File: src/rtl/clk_mon_pkg.sv
// Shared FSM encoding and default window constants for divided-clock frequency monitors.
// Defaults describe a 16-interval window around the nominal 5.5 divider ratio (88 +/- 2).
package clk_mon_pkg;

   typedef enum logic [1:0] {
      ST_IDLE = 2'd0,
      ST_ARM  = 2'd1,
      ST_MEAS = 2'd2,
      ST_DONE = 2'd3
   } state_e;

   localparam int DEF_EDGES   = 16;
   localparam int DEF_CNT_W   = 12;
   localparam int DEF_EXP_MIN = 86;
   localparam int DEF_EXP_MAX = 90;
   localparam int DEF_TIMEOUT = 32;

endpackage

File: src/rtl/sync_edge_det.sv
// Two-flop synchroniser plus a delay flop; rise pulses for one clk cycle per din rising edge.
// Latency: 2-3 clk cycles from din edge to rise; no backpressure, din is sampled every cycle.
module sync_edge_det (
   input  logic clk,
   input  logic rst_n,
   input  logic din,
   output logic rise
);

   logic s1_q, s2_q, s3_q;
   logic s1_d, s2_d, s3_d;

   always_comb begin
      s1_d = din;
      s2_d = s1_q;
      s3_d = s2_q;
   end

   always_ff @(posedge clk or negedge rst_n) begin
      if (!rst_n) begin
         s1_q <= 1'b0;
         s2_q <= 1'b0;
         s3_q <= 1'b0;
      end else begin
         s1_q <= s1_d;
         s2_q <= s2_d;
         s3_q <= s3_d;
      end
   end

   assign rise = s2_q & ~s3_q;

endmodule

File: src/rtl/clk_div_monitor.sv
// Measures sys_clk cycles across EDGES divided-clock periods, checks the window, flags loss of clock.
// Result appears one cycle after the terminating rise; no backpressure, meas_valid is a bare pulse.
module clk_div_monitor
   import clk_mon_pkg::*;
#(
   parameter int EDGES   = DEF_EDGES,
   parameter int CNT_W   = DEF_CNT_W,
   parameter int EXP_MIN = DEF_EXP_MIN,
   parameter int EXP_MAX = DEF_EXP_MAX,
   parameter int TIMEOUT = DEF_TIMEOUT
) (
   input  logic             sys_clk,
   input  logic             sys_rst_n,
   input  logic             clk_in,
   input  logic             enable,
   input  logic             clr_err,
   output logic [CNT_W-1:0] meas_cnt,
   output logic             meas_valid,
   output logic             freq_ok,
   output logic             freq_err,
   output logic             clk_lost
);

   localparam int EW = $clog2(EDGES + 1);
   localparam int GW = $clog2(TIMEOUT + 1);
   localparam logic [CNT_W-1:0] CNT_ONE   = CNT_W'(1);
   localparam logic [CNT_W-1:0] CNT_MAX   = '1;
   localparam logic [CNT_W-1:0] WIN_LO    = CNT_W'(EXP_MIN);
   localparam logic [CNT_W-1:0] WIN_HI    = CNT_W'(EXP_MAX);
   localparam logic [EW-1:0]    EDGE_ONE  = EW'(1);
   localparam logic [EW-1:0]    EDGE_PRE  = EW'(EDGES - 1);
   localparam logic [GW-1:0]    GAP_ONE   = GW'(1);
   localparam logic [GW-1:0]    GAP_LIMIT = GW'(TIMEOUT);
   localparam logic [GW-1:0]    GAP_PRE   = GW'(TIMEOUT - 1);

   state_e           state_q, state_d;
   logic [CNT_W-1:0] cyc_q, cyc_d;
   logic [EW-1:0]    edge_q, edge_d;
   logic [GW-1:0]    gap_q, gap_d;
   logic [CNT_W-1:0] meas_cnt_q, meas_cnt_d;
   logic             meas_valid_q, meas_valid_d;
   logic             freq_ok_q, freq_ok_d;
   logic             freq_err_q, freq_err_d;
   logic             clk_lost_q, clk_lost_d;
   logic             rise;
   logic             timeout;
   logic             in_win;

   sync_edge_det u_sync (
      .clk   (sys_clk),
      .rst_n (sys_rst_n),
      .din   (clk_in),
      .rise  (rise)
   );

   // A saturated count is always above WIN_HI, so it lands out of range.
   assign in_win = (cyc_q >= WIN_LO) && (cyc_q <= WIN_HI);

   always_comb begin
      state_d      = state_q;
      cyc_d        = cyc_q;
      edge_d       = edge_q;
      gap_d        = gap_q;
      meas_cnt_d   = meas_cnt_q;
      meas_valid_d = 1'b0;
      freq_ok_d    = freq_ok_q;
      freq_err_d   = freq_err_q & ~clr_err;
      clk_lost_d   = clk_lost_q & ~clr_err;
      timeout      = 1'b0;

      if (state_q == ST_IDLE || rise) begin
         gap_d = '0;
      end else if (gap_q != GAP_LIMIT) begin
         gap_d   = gap_q + GAP_ONE;
         timeout = (gap_q == GAP_PRE);
      end

      case (state_q)
         ST_IDLE: if (enable) state_d = ST_ARM;
         ST_ARM: begin
            if (!enable) begin
               state_d = ST_IDLE;
            end else if (rise) begin
               cyc_d   = CNT_ONE;
               edge_d  = '0;
               state_d = ST_MEAS;
            end
         end
         ST_MEAS: begin
            if (!enable) begin
               state_d = ST_IDLE;
            end else if (timeout) begin
               state_d = ST_ARM;
            end else if (rise && edge_q == EDGE_PRE) begin
               // Terminating edge: cycle count is frozen and published as the DONE cycle begins.
               edge_d       = edge_q + EDGE_ONE;
               state_d      = ST_DONE;
               meas_cnt_d   = cyc_q;
               meas_valid_d = 1'b1;
               freq_ok_d    = in_win;
               if (!in_win) freq_err_d = 1'b1;
            end else begin
               if (rise) edge_d = edge_q + EDGE_ONE;
               if (cyc_q != CNT_MAX) cyc_d = cyc_q + CNT_ONE;
            end
         end
         default: state_d = enable ? ST_ARM : ST_IDLE;
      endcase

      if (timeout) begin
         clk_lost_d = 1'b1;
         freq_ok_d  = 1'b0;
      end
   end

   always_ff @(posedge sys_clk or negedge sys_rst_n) begin
      if (!sys_rst_n) begin
         state_q      <= ST_IDLE;
         cyc_q        <= '0;
         edge_q       <= '0;
         gap_q        <= '0;
         meas_cnt_q   <= '0;
         meas_valid_q <= 1'b0;
         freq_ok_q    <= 1'b0;
         freq_err_q   <= 1'b0;
         clk_lost_q   <= 1'b0;
      end else begin
         state_q      <= state_d;
         cyc_q        <= cyc_d;
         edge_q       <= edge_d;
         gap_q        <= gap_d;
         meas_cnt_q   <= meas_cnt_d;
         meas_valid_q <= meas_valid_d;
         freq_ok_q    <= freq_ok_d;
         freq_err_q   <= freq_err_d;
         clk_lost_q   <= clk_lost_d;
      end
   end

   assign meas_cnt   = meas_cnt_q;
   assign meas_valid = meas_valid_q;
   assign freq_ok    = freq_ok_q;
   assign freq_err   = freq_err_q;
   assign clk_lost   = clk_lost_q;

endmodule

File: config.mk
export PLATFORM = sky130hd
export DESIGN_NAME = clk_div_monitor
export DESIGN_NICKNAME = d
export VERILOG_FILES = /design/src/rtl/clk_mon_pkg.sv /design/src/rtl/sync_edge_det.sv /design/src/rtl/clk_div_monitor.sv
export SDC_FILE = /design/constraint.sdc
export NUM_CORES = 1
export LEC_CHECK = 0
export BUFFER_PORTS_ARGS = -buffer_cell sky130_fd_sc_hd__buf_4
export CORE_ASPECT_RATIO = 0.5
export CORE_MARGIN = 4
export CORE_UTILIZATION = 55
export CTS_CLUSTER_SIZE = 40
export DETAILED_ROUTE_END_ITERATION = 6
export PLACE_DENSITY = 0.83
export SLEW_MARGIN = 20
export SYNTH_ARGS = -nofsm -noshare
export SYNTH_HDL_FRONTEND = slang
export SYNTH_HIERARCHICAL = 1
export SYNTH_SLANG_ARGS = --single-unit
File: constraint.sdc
create_clock -name sys_clk -period 3.8 [get_ports sys_clk]
set_clock_uncertainty 0.05 [all_clocks]
set_input_delay 0.38 -clock sys_clk [delete_from_list [all_inputs] [get_ports sys_clk]]
set_output_delay 0.38 -clock sys_clk [all_outputs]
set_load 0.01 [all_outputs]
==> results.txt, run 1 <==
The flow ran to the end, and the final reports show no timing, DRC or antenna violations. The via count of the first global-routing pass came to 1605. The total iterations of the first detailed-routing run is 4. The number of synthesized register bits is 44.

The final clock period utilization by the worst path is 0.600. The layer with the highest usage after global routing is met2. The gate family responsible for the most delay along the worst path is compound AO/OA/AOI/OAI gates. The synthesized area per cell is 10.7 sq um. The total overflow left after global routing is 0.

The final route contains 1620 vias. The die outline area is 0.00524 sq mm. The post-layout instance area is ~0.0025 sq mm.

The cell that appears most often on the critical path is sky130_fd_sc_hd__ha_1. The slew at the pin with the worst max-slew slack is 0.724 ns. The flip-flop and latch area came out at 0.00110 sq mm. The quantity of I/O buffers inserted on ports is 20. Counting flops with a built-in enable in the synthesized netlist gives 0. The worst setup path is launched from a flip-flop. The routing usage on met2 came out at 0.314. The area fraction of the dominant cell type after synthesis is 0.489. The chip width came out at 98.5 microns.

The count of nets after finishing is 240. Once the clock tree was built, the resizer swapped 0 gates to a different size. The maximum number of pins on one net before global-route repair came out at between 40 and 50. The clock transition at the register clock pins on the worst setup and hold paths after CTS came out at 0.08 ns. The worst supply voltage drop on vdd is about 0.00017 V. The arrival time reported for the critical path endpoint came out at 2.42 ns. The count of final hold-check violations is 0. Across the run, the number of max-cap violations was 0.

Detailed placement ended at an HPWL of 2990 microns. The final-layout setup total negative slack came out at 0 ns. The synthesis warning total is 6. The signal on the critical path passes through ha_1 -> and3_1 -> ha_1 -> nand2_1 -> o311ai_4 -> a2111oi_2 -> xnor2_1 -> nor2_1. The most frequently used flop master after synthesis is sky130_fd_sc_hd__dfrtp_1. Measured along the y axis, the die boundary spans around 53 microns. In this run the clock root is driven by a sky130_fd_sc_hd__clkbuf_8. The routability congestion estimate came out at 0.839.

The met3 usage in global routing came out at 0.0474. For this block, the initial DRC count from the detailed router was 62. For the worst-skew pair, the clock arrives at the later sink with an insertion delay of 0.30 ns. The area occupied by multi-input gates is about 0.0011 sq mm. The clock tree buffer depth is 2. The final worst setup slack is 1.52 ns. The initial core utilization came out at 0.574. The count of unique library cells instantiated by Yosys came out at 46. The number of buffer and inverter instances along the worst setup path is 0.

Data on the critical path is required at its endpoint by 3.94 ns. For this run, the slowest stage of the critical path takes 0.54 ns. Setup repair after global routing left no endpoint under its margin.

The number of inserted diodes came out at 0. The share of async-settable or async-resettable flops after synthesis is 1.00. The count of antenna-violating nets left after detailed routing came out at 0. TritonCTS built the clock tree. The number of primary I/O pins came out at 21. For this run, the top clock speed supported by timing is 438 MHz. The remaining routing DRC violations came out at 0. The count of endpoints failing setup in the final report came out at 0. After detailed routing, the number of vias per cell comes to 5.70. Sorting the synthesized cells by area gives the leading types as sky130_fd_sc_hd__dfrtp_1, sky130_fd_sc_hd__mux2_2, sky130_fd_sc_hd__xnor2_1. The reg-to-reg setup timing slack came out at 1.52 ns.

The area of the core came out at just under 0.004 sq mm. In this run the worst path has a maximum fanout of 11. The path class of the tightest hold or removal check is in2async.

The number of buffers added to fix hold violations after cts is 0. The leakage power total is 0.00115 uW. Once layout is complete, the cells apart from fillers number around 280. The global-route met1 utilization came out at 0.221. The filler cell count came out at 311. Before CTS, the worst setup slack after placement is 1.55 ns. The initial antenna violation count came out at 0. The critical path is of the reg2reg type.

The number of standard cells after synthesis is 210. The setup fix buffers added after clock tree synthesis came out at 0. The cell area that synthesis handed to floorplanning was 0.00225 sq mm. The placed cell area is 0.00243 sq mm. The number of clock sinks came out at 44. The number of instances in the placed design is 276.

The share of the Yosys chip area taken by registers is 0.489. The first global-routing pass estimated around 7400 microns of wire. After floorplanning, the core was divided into 16 placement rows. Measured against its own limit, the worst slew margin works out to 0.516. The H-tree depth reported by CTS came out at 2. The synthesis-to-finish area growth came out at 12.7%. The slowest library cell on the worst path is sky130_fd_sc_hd__a2111oi_2. Dividing the detail-routed wire length by the instance count gives between 10 and 15 microns.

The number of nets in the synthesized netlist is 221. The power per unit of standard cell area is 359 mW/mm^2. The number of pins exceeding their max-slew limit in the final report was 0.

The clock period could shrink to 2.28 ns. The largest total area in the synthesized netlist belongs to sky130_fd_sc_hd__dfrtp_1. The final wirelength is 4250 microns. The share of post-route cells with drive strength above 1 came out at 0.230. In this run, CTS created clock tree buffers numbering 5. The global-route usage over all layers came out at 0.181. STA classifies the critical path endpoint as a flip-flop.
[final cells by class]
class | count | area share
clock inverters | 2 | 0.0138
inverters | 9 | 0.0133
well taps | 54 | 0.0266
clock buffers | 6 | 0.0286
flip-flops and latches | 44 | 0.434
multi-input cells | 148 | 0.422
repair buffers | 21 | 0.0621
[layout by cell type, fill, tap and decap left out, types with 2 or more instances in the layout]
cell type	Yosys	routed
sky130_fd_sc_hd__nor2_1	18	18
sky130_fd_sc_hd__mux2_1	2	2
sky130_fd_sc_hd__a2111oi_2	4	4
sky130_fd_sc_hd__nand2_1	16	16
sky130_fd_sc_hd__nor3_1	5	5
sky130_fd_sc_hd__or2_2	2	2
sky130_fd_sc_hd__xor2_1	2	2
sky130_fd_sc_hd__ha_1	6	6
sky130_fd_sc_hd__inv_1	8	8
sky130_fd_sc_hd__buf_4	0	21
sky130_fd_sc_hd__nor4_1	2	2
sky130_fd_sc_hd__a211oi_1	6	6
sky130_fd_sc_hd__xnor2_1	12	12
sky130_fd_sc_hd__and4_1	2	2
sky130_fd_sc_hd__nand4_1	2	2
sky130_fd_sc_hd__a21oi_1	9	9
sky130_fd_sc_hd__clkbuf_8	0	5
sky130_fd_sc_hd__o21ai_0	11	11
sky130_fd_sc_hd__nand3_1	15	15
sky130_fd_sc_hd__dfrtp_1	44	44
sky130_fd_sc_hd__and3_1	4	4
sky130_fd_sc_hd__mux2_2	10	10
[worst reg2reg max path: stages (launching register included)]
cell	delay, ns
sky130_fd_sc_hd__dfrtp_1	0.42
sky130_fd_sc_hd__ha_1	0.24
sky130_fd_sc_hd__and3_1	0.20
sky130_fd_sc_hd__ha_1	0.19
sky130_fd_sc_hd__nand2_1	0.11
sky130_fd_sc_hd__o311ai_4	0.20
sky130_fd_sc_hd__a2111oi_2	0.54
sky130_fd_sc_hd__xnor2_1	0.17
sky130_fd_sc_hd__nor2_1	0.05
[stage by stage]
stage / hold WS (ns) / power [uW] / util
after CTS: 0.0273 / 918 / 0.647
after detailed placement: 0.286 / 568 / 0.619
final: 0.00694 / 912 / 0.647
after global routing: 0.0573 / 948 / 0.647
after global placement: 0.284 / 562 / 0.619
after floorplan: 0.0344 / 544 / -
[power by group]
group	total (uW)	switching (uW)	internal, uW
combinational	58.3	36.8	21.5
sequential	500	19.4	480
clock	354	159	195
total	912	215	697
[synthesized netlist by cell type, types with 4 or more instances]
cell type,count
sky130_fd_sc_hd__a2111oi_2,4
sky130_fd_sc_hd__nand3_1,15
sky130_fd_sc_hd__dfrtp_1,44
sky130_fd_sc_hd__nor3_1,5
sky130_fd_sc_hd__a21oi_1,9
sky130_fd_sc_hd__nor2_1,18
sky130_fd_sc_hd__ha_1,6
sky130_fd_sc_hd__mux2_2,10
sky130_fd_sc_hd__inv_1,8
sky130_fd_sc_hd__a211oi_1,6
sky130_fd_sc_hd__nand2_1,16
sky130_fd_sc_hd__o21ai_0,11
sky130_fd_sc_hd__buf_2,4
sky130_fd_sc_hd__and3_1,4
sky130_fd_sc_hd__xnor2_1,12
[path summary, 6_finish.rpt]
| check | start | end | cells after the start |
|---|---|---|---|
| min in group sys_clk | clk_in | u_sync/s1_q | 1 |
| worst min-delay path | sys_rst_n | meas_cnt[10] | 1 |
| worst max-delay path | edge_q[0] | cyc_q[6] | 8 |
| worst max register to register | edge_q[0] | cyc_q[6] | 8 |
| max in group asynchronous | sys_rst_n | meas_valid | 1 |
| worst min register to register | u_sync/s1_q | u_sync/s2_q | 0 |
[metal layers]
| metal | routed length (microns) | vias to the layer above |
|---|---|---|
| li1 | - | 783 |
| met1 | 1960 | 797 |
| met2 | 2050 | 31 |
| met3 | 174 | 9 |
| met4 | 63 | 0 |
| met5 | 0 | - |
[flip-flops by register name (all words and copies together) (netlist names)]
register	count
edge_q	5
freq_err	1
meas_valid	1
meas_cnt	12
clk_lost	1
u_sync/s1_q	1
u_sync/s2_q	1
gap_q	6
freq_ok	1
u_sync/s3_q	1
state_q	2
cyc_q	12
[cell families (layout without fill, tap and decap cells)]
| group | after synthesis | after routing | synth area share |
|---|---|---|---|
| fa+ha+maj | 6 | 6 | 0.0333 |
| compound gates | 39 | 39 | 0.139 |
| simple gates | 76 | 76 | 0.183 |
| buf+inv | 18 | 38 | 0.0361 |
| xor+xnor | 14 | 14 | 0.0544 |
| mux | 13 | 13 | 0.0644 |
| flops | 44 | 44 | 0.489 |
No activity file was read; power rests on OpenSTA's default activity.
==> inputs of run 2 (changes only) <==
==> constraint.sdc (replaced) <==
create_clock -name sys_clk -period 2.2 [get_ports sys_clk]
set_clock_uncertainty 0.05 [all_clocks]
set_input_delay 0.22 -clock sys_clk [delete_from_list [all_inputs] [get_ports sys_clk]]
set_output_delay 0.22 -clock sys_clk [all_outputs]
set_load 0.01 [all_outputs]
==> run 2 against run 1 <==
Compared with the run above: global-route usage is 0.80 points higher; clock-buffer cell count stayed put; sequential power is 71% higher; highest routed layer unchanged.
==> results.txt, run 2 (same netlist as run 1, synthesis figures left out) <==
The worst path required time is 2.34 ns (was 3.94 ns). The number of vias in the routed layout came out at 1745 (was 1620). The H-tree depth reported by CTS is 2 (unchanged).

The number of pins exceeding their max-slew limit in the final report is 0 (unchanged). The leading cell type in the layout, fill and taps excluded is sky130_fd_sc_hd__dfrtp_1 (unchanged). The reg-to-reg setup timing slack is 0.01 ns (was 1.52 ns).

The area of the core came out at 0.00392 sq mm (unchanged). The filler cell count was 282 (was 311). The path with the worst hold slack has its endpoint at freq_err.

The die outline area is 0.00524 sq mm (unchanged). The number of clock sinks is 44 (unchanged). Counting instances, the worst hold path has a depth of 3. The worst reg2reg path endpoint is cyc_q[9] (was cyc_q[6]). The arrival time reported for the critical path endpoint came out at 2.33 ns (was 2.42 ns).

The launching point of the worst reg2reg path is edge_q[1] (was edge_q[0]). The count of nets after finishing is 260 (was 240). The wire length of the first global-routing pass came to 7620 microns (was 7390 microns). The leakage power total came to 0.00124 uW (was 0.00115 uW).

The slew at the pin with the worst max-slew slack came out at 0.585 ns (was 0.724 ns). The relative slew slack came to 0.605 (was 0.516). The type of the most critical hold path is in2reg (was in2async). The final critical-path required period was 2.19 ns (was 2.28 ns).

The global-route met1 utilization came out at 0.228 (was 0.221). Run status: completed (unchanged). The total iterations of the first detailed-routing run is 4 (unchanged). The synthesis-to-finish area growth is 21.3% (was 12.7%). The overflow left after global routing was 0 (unchanged). The final clock period utilization by the worst path came out at 0.995 (was 0.600). The number of buffers created by CTS came to 5 (unchanged). The share of post-route cells with drive strength above 1 came to 0.296 (was 0.230). The count of antenna-violating nets left after detailed routing is 0 (unchanged).

The power per unit of standard cell area came out at 555 mW/mm^2 (was 359 mW/mm^2). The number of design-rule violations left by the first detailed-router iteration is 97 (was 62). The CTS tree is built (unchanged). The routing usage on met2 is 0.319 (was 0.314). The number of cell instances on the worst register-to-register path came out at 9 (was 8). The clock tree buffer depth came out at 2 (unchanged). The quantity of I/O buffers inserted on ports came out at 20 (unchanged). The per-cell via count in the routed design came out at 5.74 (was 5.70).

The final standard cell count with taps included and fillers excluded came to 304 (was 284). The cell chosen for the clock root is sky130_fd_sc_hd__clkbuf_8 (unchanged). The worst supply voltage drop on vdd is 0.000302 V (was 0.000171 V). The half-perimeter wire length after detailed placement is 3060 microns (was 2990 microns). The number of standard-cell rows in the floorplan came to 16 (unchanged). The maximum number of pins on one net before global-route repair came out at 45 (unchanged). The number of inserted diodes is 0 (unchanged).

The kind of start point of the critical path was a flip-flop (unchanged). The die extent in y is 53.3 microns (unchanged). The chip width is 98.5 microns (unchanged). The initial antenna violation count came out at 0 (unchanged). The startpoint-to-endpoint class of the critical path was reg2reg (unchanged). The endpoint kind of the worst setup timing path was a flip-flop (unchanged).

The number of instances in the placed design is 284 (was 276). The routability congestion estimate came out at 0.818 (was 0.839). The maximum fanout along the worst path is 8 (was 11). The clock transition at the register clock pins on the worst setup and hold paths after CTS came to 0.08 ns (about the same).

The final-layout setup total negative slack came out at 0 ns (unchanged). The remaining routing DRC violations is 0 (unchanged). The number of primary I/O pins came to 21 (unchanged).

The initial core utilization is 0.574 (unchanged). The met3 usage in global routing came out at 0.0592 (was 0.0474). The wire length per cell after detailed routing was 15.8 microns (was 15.0 microns). The max capacitance violation total is 0 (unchanged). The maximum achievable frequency is 457 MHz (was 438 MHz). The global-route usage over all layers is 0.189 (was 0.181). In this run the most critical hold path is launched from clr_err. Most used cells in the layout excluding fill and tap cells: sky130_fd_sc_hd__dfrtp_1, sky130_fd_sc_hd__buf_4, sky130_fd_sc_hd__nor2_1, sky130_fd_sc_hd__nand3_1, sky130_fd_sc_hd__nand2_1 (was sky130_fd_sc_hd__dfrtp_1, sky130_fd_sc_hd__buf_4, sky130_fd_sc_hd__nor2_1, sky130_fd_sc_hd__nand2_1, sky130_fd_sc_hd__nand3_1). The via count of the first global-routing pass came out at 1661 (was 1605). The final wirelength is 4810 microns (was 4250 microns). The count of endpoints failing setup in the final report came out at 0 (unchanged). The count of final hold-check violations is 0 (unchanged). The layer with the highest usage after global routing was met2 (unchanged). The insertion delay of the later-clocked pin in the worst-skew pair came out at 0.30 ns (about the same).
[run 2: cell types whose count changed in the layout (fill, tap and decap cells not counted), sizes merged]
cell,previous run,this run
buf,21,39
bufinv,1,0
clkinv,1,2
dlygate4sd3,0,2
[run 2: area by class of cell]
| cell class | count | area, sq um | area share |
|---|---|---|---|
| sequential | 44 | 1100 | 0.403 |
| timing repair buffer | 41 | 313 | 0.114 |
| tap | 54 | 67.6 | 0.0247 |
| multi-input combinational | 148 | 1120 | 0.412 |
| clock inverter | 2 | 10.0 | 0.00366 |
| inverter | 9 | 33.8 | 0.0124 |
| clock buffer | 6 | 82.6 | 0.0302 |
[run 2: worst max path at each step]
stage                    from         to  slack, ns
CTS                 edge_q[1]   cyc_q[9]     0.0008
detailed placement  edge_q[1]   cyc_q[9]      -0.01
global placement    edge_q[1]   cyc_q[9]       0.06
floorplan           edge_q[0]  cyc_q[10]       0.12
global route         cyc_q[0]   cyc_q[2]      -0.03
finish              edge_q[1]   cyc_q[9]       0.01
[run 2: repair_timing]
action / in CTS / in global routing
buffers inserted: 0 / 10
endpoints found under the hold margin: 45 / 0
resized for setup: 0 / 6
endpoints found under the setup margin: 1 / 6
hold buffers: 2 / 0
pin swaps: 1 / 5
[run 2: layer usage]
| layer | vias to the layer above | wire (microns) |
|---|---|---|
| li1 | 829 | - |
| met1 | 848 | 2080 |
| met2 | 59 | 2330 |
| met3 | 9 | 307 |
| met4 | 0 | 88 |
| met5 | - | 0 |
[run 2: stage by stage]
step | hold slack [ns] | util | power [uW] | setup WS [ns] | cell area (sq um)
finish | 0.131 | 0.696 | 1520 | 0.0103 | 2730
CTS | 0.129 | 0.663 | 1510 | 0.000780 | 2600
global route | 0.135 | 0.696 | 1590 | -0.0328 | 2730
detailed placement | 0.193 | 0.635 | 992 | -0.0120 | 2490
global placement | 0.186 | 0.635 | 983 | 0.0639 | 2490
floorplan | -0.126 | - | 940 | 0.123 | 2250
[run 2: power by group]
| part | internal, uW | switching (uW) |
|---|---|---|
| combinational | 56.9 | 80.9 |
| clock | 251 | 273 |
| sequential | 830 | 26.3 |
| total | 1140 | 380 |
[run 2: critical path, stage by stage, from the launching register on]
cell and delay, ns:
sky130_fd_sc_hd__dfrtp_1 0.40, sky130_fd_sc_hd__ha_2 0.19, sky130_fd_sc_hd__and3_1 0.17, sky130_fd_sc_hd__ha_1 0.20, sky130_fd_sc_hd__nand2_2 0.09, sky130_fd_sc_hd__o311ai_4 0.17, sky130_fd_sc_hd__buf_4 0.20, sky130_fd_sc_hd__a21oi_2 0.14
sky130_fd_sc_hd__nand4_1 0.12, sky130_fd_sc_hd__mux2_1 0.33
